`src/rtl/pwm_led_pkg.sv`:
```
// Shared types and helpers for the PWM fade controller: channel fade state
// and the saturating duty-step arithmetic used by every channel.
package pwm_led_pkg;

    localparam int STEP_W = 4;

    typedef enum logic [1:0] {
        IDLE = 2'd0,
        UP   = 2'd1,
        DOWN = 2'd2
    } fade_state_t;

    // Move duty one step toward target, landing exactly on target when the
    // remaining distance is within one step (or the step is zero).
    function automatic int unsigned sat_step(
        input int unsigned duty,
        input int unsigned target,
        input int unsigned step
    );
        int unsigned res;
        res = target;
        if (step != 0) begin
            if (duty < target) begin
                if (target - duty > step) begin
                    res = duty + step;
                end
            end else if (duty > target) begin
                if (duty - target > step) begin
                    res = duty - step;
                end
            end
        end
        return res;
    endfunction

    function automatic fade_state_t fade_dir(
        input int unsigned duty,
        input int unsigned target
    );
        fade_state_t st;
        st = IDLE;
        if (duty < target) begin
            st = UP;
        end else if (duty > target) begin
            st = DOWN;
        end
        return st;
    endfunction

endpackage

```
`src/rtl/pwm_fade_ctrl_if.sv`:
```
// Configuration handshake between the front end (master) and the fade
// controller (slave): one channel write per cfg_valid & cfg_ready cycle.
interface pwm_fade_ctrl_if #(
    parameter int NCH = 4,
    parameter int DW  = 8
);
    // One spare index bit so out-of-range channel numbers reach the decoder
    // and are dropped there instead of aliasing onto a real channel.
    localparam int CH_W = $clog2(NCH) + 1;

    logic                          cfg_valid;
    logic                          cfg_ready;
    logic [CH_W-1:0]               cfg_ch;
    logic [DW-1:0]                 cfg_target;
    logic [pwm_led_pkg::STEP_W-1:0] cfg_step;

    modport master (
        output cfg_valid,
        output cfg_ch,
        output cfg_target,
        output cfg_step,
        input  cfg_ready
    );

    modport slave (
        input  cfg_valid,
        input  cfg_ch,
        input  cfg_target,
        input  cfg_step,
        output cfg_ready
    );

endinterface

```
`src/rtl/pwm_fade_channel.sv`:
```
// One LED channel: holds duty/target/step and the fade FSM, and produces the
// registered PWM compare output against the shared period counter.
module pwm_fade_channel
    import pwm_led_pkg::*;
#(
    parameter int DW = 8
) (
    input  logic              clk,
    input  logic              rst,
    input  logic              en,
    input  logic              wrap,
    input  logic              wr_en,
    input  logic [DW-1:0]     wr_target,
    input  logic [STEP_W-1:0] wr_step,
    input  logic [DW-1:0]     cnt,
    output logic              pwm,
    output logic              busy
);

    logic [DW-1:0]     duty_reg,   duty_next;
    logic [DW-1:0]     target_reg, target_next;
    logic [STEP_W-1:0] step_reg,   step_next;
    fade_state_t       state_reg,  state_next;
    logic              pwm_reg,    pwm_next;
    logic              busy_reg,   busy_next;

    always_comb begin
        duty_next   = duty_reg;
        target_next = target_reg;
        step_next   = step_reg;

        if (wr_en) begin
            target_next = wr_target;
            step_next   = wr_step;
        end

        // Duty only moves on the wrap cycle so every period sees a single,
        // stable compare value from its first tick.
        case (state_reg)
            UP, DOWN: begin
                if (wrap) begin
                    duty_next = DW'(sat_step(32'(duty_reg), 32'(target_reg),
                                             32'(step_reg)));
                end
            end
            default: begin
                duty_next = duty_reg;
            end
        endcase

        state_next = fade_dir(32'(duty_next), 32'(target_next));
        busy_next  = (state_next != IDLE);
        pwm_next   = en && (cnt < duty_reg);
    end

    always_ff @(posedge clk or posedge rst) begin
        if (rst) begin
            duty_reg   <= '0;
            target_reg <= '0;
            step_reg   <= '0;
            state_reg  <= IDLE;
            pwm_reg    <= 1'b0;
            busy_reg   <= 1'b0;
        end else begin
            duty_reg   <= duty_next;
            target_reg <= target_next;
            step_reg   <= step_next;
            state_reg  <= state_next;
            pwm_reg    <= pwm_next;
            busy_reg   <= busy_next;
        end
    end

    assign pwm  = pwm_reg;
    assign busy = busy_reg;

endmodule

```
`src/rtl/pwm_fade_ctrl.sv`:
```
// Fade/brightness controller: shared prescaler and PWM period counter, config
// decode, and NCH fading PWM channels driving the LED pins.
module pwm_fade_ctrl
    import pwm_led_pkg::*;
#(
    parameter int NCH   = 4,
    parameter int DW    = 8,
    parameter int PRESC = 1
) (
    input  logic              clk,
    input  logic              rst,
    input  logic              en,
    pwm_fade_ctrl_if.slave    cfg,
    output logic [NCH-1:0]    pwm_out,
    output logic [NCH-1:0]    busy,
    output logic              period_tick
);

    localparam int CH_W = $clog2(NCH) + 1;
    localparam int PW   = (PRESC > 1) ? $clog2(PRESC) : 1;

    logic [PW-1:0] presc_reg, presc_next;
    logic [DW-1:0] cnt_reg,   cnt_next;
    logic          tick;
    logic          wrap;
    logic          wr_accept;

    assign tick = en && (presc_reg == PW'(PRESC - 1));
    assign wrap = tick && (cnt_reg == '1);

    always_comb begin
        presc_next = presc_reg;
        cnt_next   = cnt_reg;
        if (!en) begin
            presc_next = '0;
            cnt_next   = '0;
        end else if (tick) begin
            presc_next = '0;
            cnt_next   = cnt_reg + 1'b1;
        end else begin
            presc_next = presc_reg + 1'b1;
        end
    end

    always_ff @(posedge clk or posedge rst) begin
        if (rst) begin
            presc_reg <= '0;
            cnt_reg   <= '0;
        end else begin
            presc_reg <= presc_next;
            cnt_reg   <= cnt_next;
        end
    end

    // Refusing writes on the wrap cycle keeps target updates and duty steps
    // from ever landing on the same edge.
    assign cfg.cfg_ready = ~wrap;
    assign wr_accept     = cfg.cfg_valid && !wrap;
    assign period_tick   = wrap;

    for (genvar gi = 0; gi < NCH; gi++) begin : g_ch
        logic wr_hit;
        assign wr_hit = wr_accept && (cfg.cfg_ch == CH_W'(gi));

        pwm_fade_channel #(
            .DW(DW)
        ) u_ch (
            .clk       (clk),
            .rst       (rst),
            .en        (en),
            .wrap      (wrap),
            .wr_en     (wr_hit),
            .wr_target (cfg.cfg_target),
            .wr_step   (cfg.cfg_step),
            .cnt       (cnt_reg),
            .pwm       (pwm_out[gi]),
            .busy      (busy[gi])
        );
    end

endmodule
```
`src/flat_wrapper.sv`:
```
// flat-port wrapper written by rule: the top's interface ports become plain ports
module pwm_fade_ctrl_flat import pwm_led_pkg::*;
#(
    parameter int NCH   = 4,
    parameter int DW    = 8,
    parameter int PRESC = 1
)
  (clk, rst, en, pwm_out, busy, period_tick, cfg_cfg_valid, cfg_cfg_ch, cfg_cfg_target, cfg_cfg_step, cfg_cfg_ready);
  pwm_fade_ctrl_if #(.NCH(NCH), .DW(DW)) cfg_i ();
  input  logic clk;
  input  logic rst;
  input  logic en;
  output logic [NCH-1:0] pwm_out;
  output logic [NCH-1:0] busy;
  output logic period_tick;
  input wire logic [$bits(cfg_i.cfg_valid)-1:0] cfg_cfg_valid;
  input wire logic [$bits(cfg_i.cfg_ch)-1:0] cfg_cfg_ch;
  input wire logic [$bits(cfg_i.cfg_target)-1:0] cfg_cfg_target;
  input wire logic [$bits(cfg_i.cfg_step)-1:0] cfg_cfg_step;
  output wire logic [$bits(cfg_i.cfg_ready)-1:0] cfg_cfg_ready;
  assign cfg_i.cfg_valid = cfg_cfg_valid;
  assign cfg_i.cfg_ch = cfg_cfg_ch;
  assign cfg_i.cfg_target = cfg_cfg_target;
  assign cfg_i.cfg_step = cfg_cfg_step;
  assign cfg_cfg_ready = cfg_i.cfg_ready;
  pwm_fade_ctrl #(.NCH(NCH), .DW(DW), .PRESC(PRESC)) u_core (.clk(clk), .rst(rst), .en(en), .cfg(cfg_i), .pwm_out(pwm_out), .busy(busy), .period_tick(period_tick));
endmodule
```
`config.mk`:
```
export PLATFORM = sky130hd
export DESIGN_NAME = pwm_fade_ctrl_flat
export DESIGN_NICKNAME = d
export VERILOG_FILES = /design/src/rtl/pwm_led_pkg.sv /design/src/rtl/pwm_fade_ctrl_if.sv /design/src/rtl/pwm_fade_channel.sv /design/src/rtl/pwm_fade_ctrl.sv /design/src/flat_wrapper.sv
export SDC_FILE = /design/constraint.sdc
export NUM_CORES = 1
export LEC_CHECK = 0
export BUFFER_PORTS_ARGS = -buffer_cell sky130_fd_sc_hd__buf_4
export CORE_UTILIZATION = 45
export CTS_BUF_LIST = sky130_fd_sc_hd__clkbuf_16
export DETAILED_ROUTE_END_ITERATION = 6
export HOLD_SLACK_MARGIN = 0.15
export PLACE_DENSITY = 0.65
export SYNTH_ARGS = -nofsm -noshare
export SYNTH_HDL_FRONTEND = slang
export SYNTH_SLANG_ARGS = --single-unit
```
`constraint.sdc`:
```
create_clock -name clk -period 5 [get_ports clk]
set_input_delay 0 -clock clk [delete_from_list [all_inputs] [get_ports clk]]
set_output_delay 0 -clock clk [all_outputs]
set_load 0.005 [all_outputs]
```
==> run_results.csv <==
group,metric,value,unit
timing,rsz0062_at_grt,"false",
power_and_ir_drop,p_int,2120,uW
floorplanning,dieHeight,163,um
synthesis,synth_edf_count,0,
floorplanning,rows,58,
grt,grt_max_degree,72,
power_and_ir_drop,ir_drop,194,uV
place,place.gp.congestion,0.975,
timing,finalHoldViolCount,0,
final_layout,drive_gt1_frac,0.0917,
min_path,hp-class,"in2async",
final_layout,finalInstanceArea,0.0127,mm2
synthesis,ys_seq_area_frac,0.225,
power_and_ir_drop,p_leak,0.00593,uW
synthesis,synth_ff_type,"dfrtp_1",
timing,fin_setup_tns,0,ps
drt,avgRoutedWirePerCell,17.9,um
synthesis,yosys_warnings,0,
grt,grt_pass1_wl,50200,um
timing,maxSlewHeadroom,0.398,
synthesis,synth_most_common_cell,"ha_1",
synthesis,synth_area_leader_cell,"dfrtp_1",
clocking,cts_buffers,9,
timing,period_share,0.928,
timing,setup_violations,0,
clocking,root_buffer,"clkbuf_16",
synthesis,ys_top_cells_by_area,"dfrtp_1 (23%), ha_1 (20%), inv_1 (4.6%)",
final_layout,fin_nets,1621,
worst_setup_path,crit_path_start_kind,"register",
flow_run,cap_violations,0,
place,hpwl,24700,um
clocking,clockBufferDepth,2,
grt,grt_use_total,0.240,
timing,tightestPinTransition,902,ps
grt,grt_pass1_vias,9496,
clocking,clk_pin_slew,80,ps
worst_setup_path,cp.arrival,4940,ps
floorplanning,die_area,0.0266,mm2
drt,routed_wl,31000,um
power_and_ir_drop,power_density,297,mW/mm2
timing,hold-worst-slack,209,ps
place,place_inst,1701,
drt,route.antenna.remaining_nets,0,
clocking,tritoncts,"yes",
synthesis,synth_common_cells,"ha_1 (185), inv_1 (144), dfrtp_1 (105), o21ai_0 (94), nand2_1 (89)",
synthesis,async_flop_share,1.00,
power_and_ir_drop,power_frac_seq,0.288,
power_and_ir_drop,power_switching,1640,uW
drt,drc,0,
worst_setup_path,crit_type,"reg2reg",
timing,min_period,4640,ps
floorplanning,io_pins,29,
synthesis,syn-cell-area,0.0117,mm2
synthesis,synth_nets,1589,
power_and_ir_drop,switching_share,0.436,
synthesis,syn_inst,1369,
place,port_buffers,28,
final_layout,num_antenna_cells,0,
clocking,clk_latency,370,ps
timing,fin_skew,9.42,ps
status,status,"finished clean",
synthesis,yosys.cell_types.count,94,
timing,finalMaxSlewViolations,0,
drt,drt_iter0_markers,624,
final_layout,stdcell_count,1736,
synthesis,avgSynthCellArea,8.53,um2
synthesis,ys_ff_latch,105,
synthesis,synth_top_area_share,0.225,
power_and_ir_drop,pwr-share-comb,0.523,
final_layout,area_growth,8.80,%
worst_setup_path,cp.required,5300,ps
final_layout,fillCellCount,2413,
floorplanning,coreArea,0.0253,mm2
power_and_ir_drop,clock_power_share,0.189,
floorplanning,start_util,0.461,
floorplanning,die_w,163,um
place,placed_area,0.0122,mm2
clocking,cts_sinks,105,
drt,vias,10004,
clocking,htreeDepth,3,
worst_setup_path,crit_path_max_fanout,7,
worst_setup_path,end_kind,"register",
drt,viasPerCell,5.76,
drt,drtPass1Iterations,5,
grt,antenna_found_initial,0,
timing,max_freq,215,MHz
grt,overflow,0,
-- placed cells by master (no fill, tap or decap), types with 10 or more instances in the layout --
cell type / count
ha_1: 183
inv_1: 143
dfrtp_1: 105
o21ai_0: 94
nand2_1: 89
nor2_1: 83
a21oi_1: 80
xnor2_1: 56
buf_4: 56
a21o_1: 42
nand3_1: 33
nor2b_1: 28
mux2i_1: 28
nand4_1: 26
nand2b_1: 25
xor2_1: 23
dlygate4sd3_1: 17
mux2_2: 16
fa_1: 16
nor3_1: 15
o211ai_1: 15
and2_1: 13
a211oi_1: 11
o21a_1: 10
a31oi_1: 10
-- metal layers --
layer | vias up | global-route usage | wire (um)
li1 | 4910 | - | -
met1 | 4834 | 0.327 | 14600
met2 | 231 | 0.410 | 14800
met3 | 29 | 0.0168 | 1110
met4 | 0 | 0.0658 | 529
met5 | - | 0 | 0
-- through the flow --
step / setup WS (ps) / util / total power (uW)
5_1_grt: 22.6 / 0.501 / 4050
6_report: 358 / 0.501 / 3770
4_1_cts: 166 / 0.500 / 3750
3_3_place_gp: 363 / 0.482 / 2980
3_5_place_dp: 202 / 0.482 / 3030
2_1_floorplan: 455 / - / 2570
-- worst max-delay path, cell delays in order, from the launching register on --
cell	delay, ps
dfrtp_1	440
inv_1	110
ha_1	150
inv_1	60
fa_1	410
xor2_1	180
ha_1	300
a21oi_1	130
o22ai_1	90
o22a_1	220
a2111oi_4	400
a21oi_4	170
a22o_2	290
a22oi_2	110
a21oi_1	110
ha_1	310
nor2b_1	130
o21ai_0	140
nand2b_1	80
a21oi_1	200
nor2_1	60
a211oi_1	320
nand2b_1	150
-- final cells by class --
cell class	instances	area (um2)	area share
clock buffer	9	225	0.0177
sequential	105	2630	0.207
tap	330	413	0.0325
clock inverter	7	61.3	0.00483
inverter	145	547	0.0431
timing repair buffer	73	591	0.0465
multi-input combinational	1067	8240	0.649
-- power groups by stage --
| stage | clock, uW | sequential, uW | combinational [uW] |
|---|---|---|---|
| final | 710 | 1090 | 1970 |
| after global routing | 751 | 1100 | 2200 |
| after CTS | 719 | 1080 | 1950 |
| after detailed placement | 0 | 1100 | 1930 |
| after global placement | 0 | 1100 | 1890 |
| after floorplan | 0 | 1050 | 1520 |
-- timing repair --
item	CTS	global route
endpoints found under the hold margin	94	0
setup buffers	0	2
gates resized for setup	0	5
setup endpoints to repair	0	7
hold buffers	17	0
-- final timing paths --
path                                                    from                                 to  slack [ps]  cells after the start
max in group asynchronous                                rst    u_core.g_ch[2].u_ch.duty_reg[4]        3530                      4
min                                                      rst            u_core.g_ch[3].u_ch.pwm         210                      3
min in group clk                               cfg_cfg_ch[2]  u_core.g_ch[2].u_ch.target_reg[4]         270                      5
max                          u_core.g_ch[0].u_ch.duty_reg[0]           u_core.g_ch[0].u_ch.busy         360                     22
min reg2reg                u_core.g_ch[3].u_ch.target_reg[7]  u_core.g_ch[3].u_ch.target_reg[7]         600                      2
max reg2reg                  u_core.g_ch[0].u_ch.duty_reg[0]           u_core.g_ch[0].u_ch.busy         360                     22
-- logic make-up (layout without fill, tap and decap cells) --
kind of cell,count (synthesis),after routing,synth area share
AO/OA/AOI/OAI,366,366,0.211
XOR/XNOR,79,79,0.0593
adder cells (fa/ha/maj),201,201,0.226
buffers and inverters,197,234,0.0726
flip-flops,105,105,0.225
multiplexers,46,46,0.0416
other,1,1,0.000321
AND/OR/NAND/NOR,374,374,0.164
Note: power is estimated with default switching activity, not from simulation.
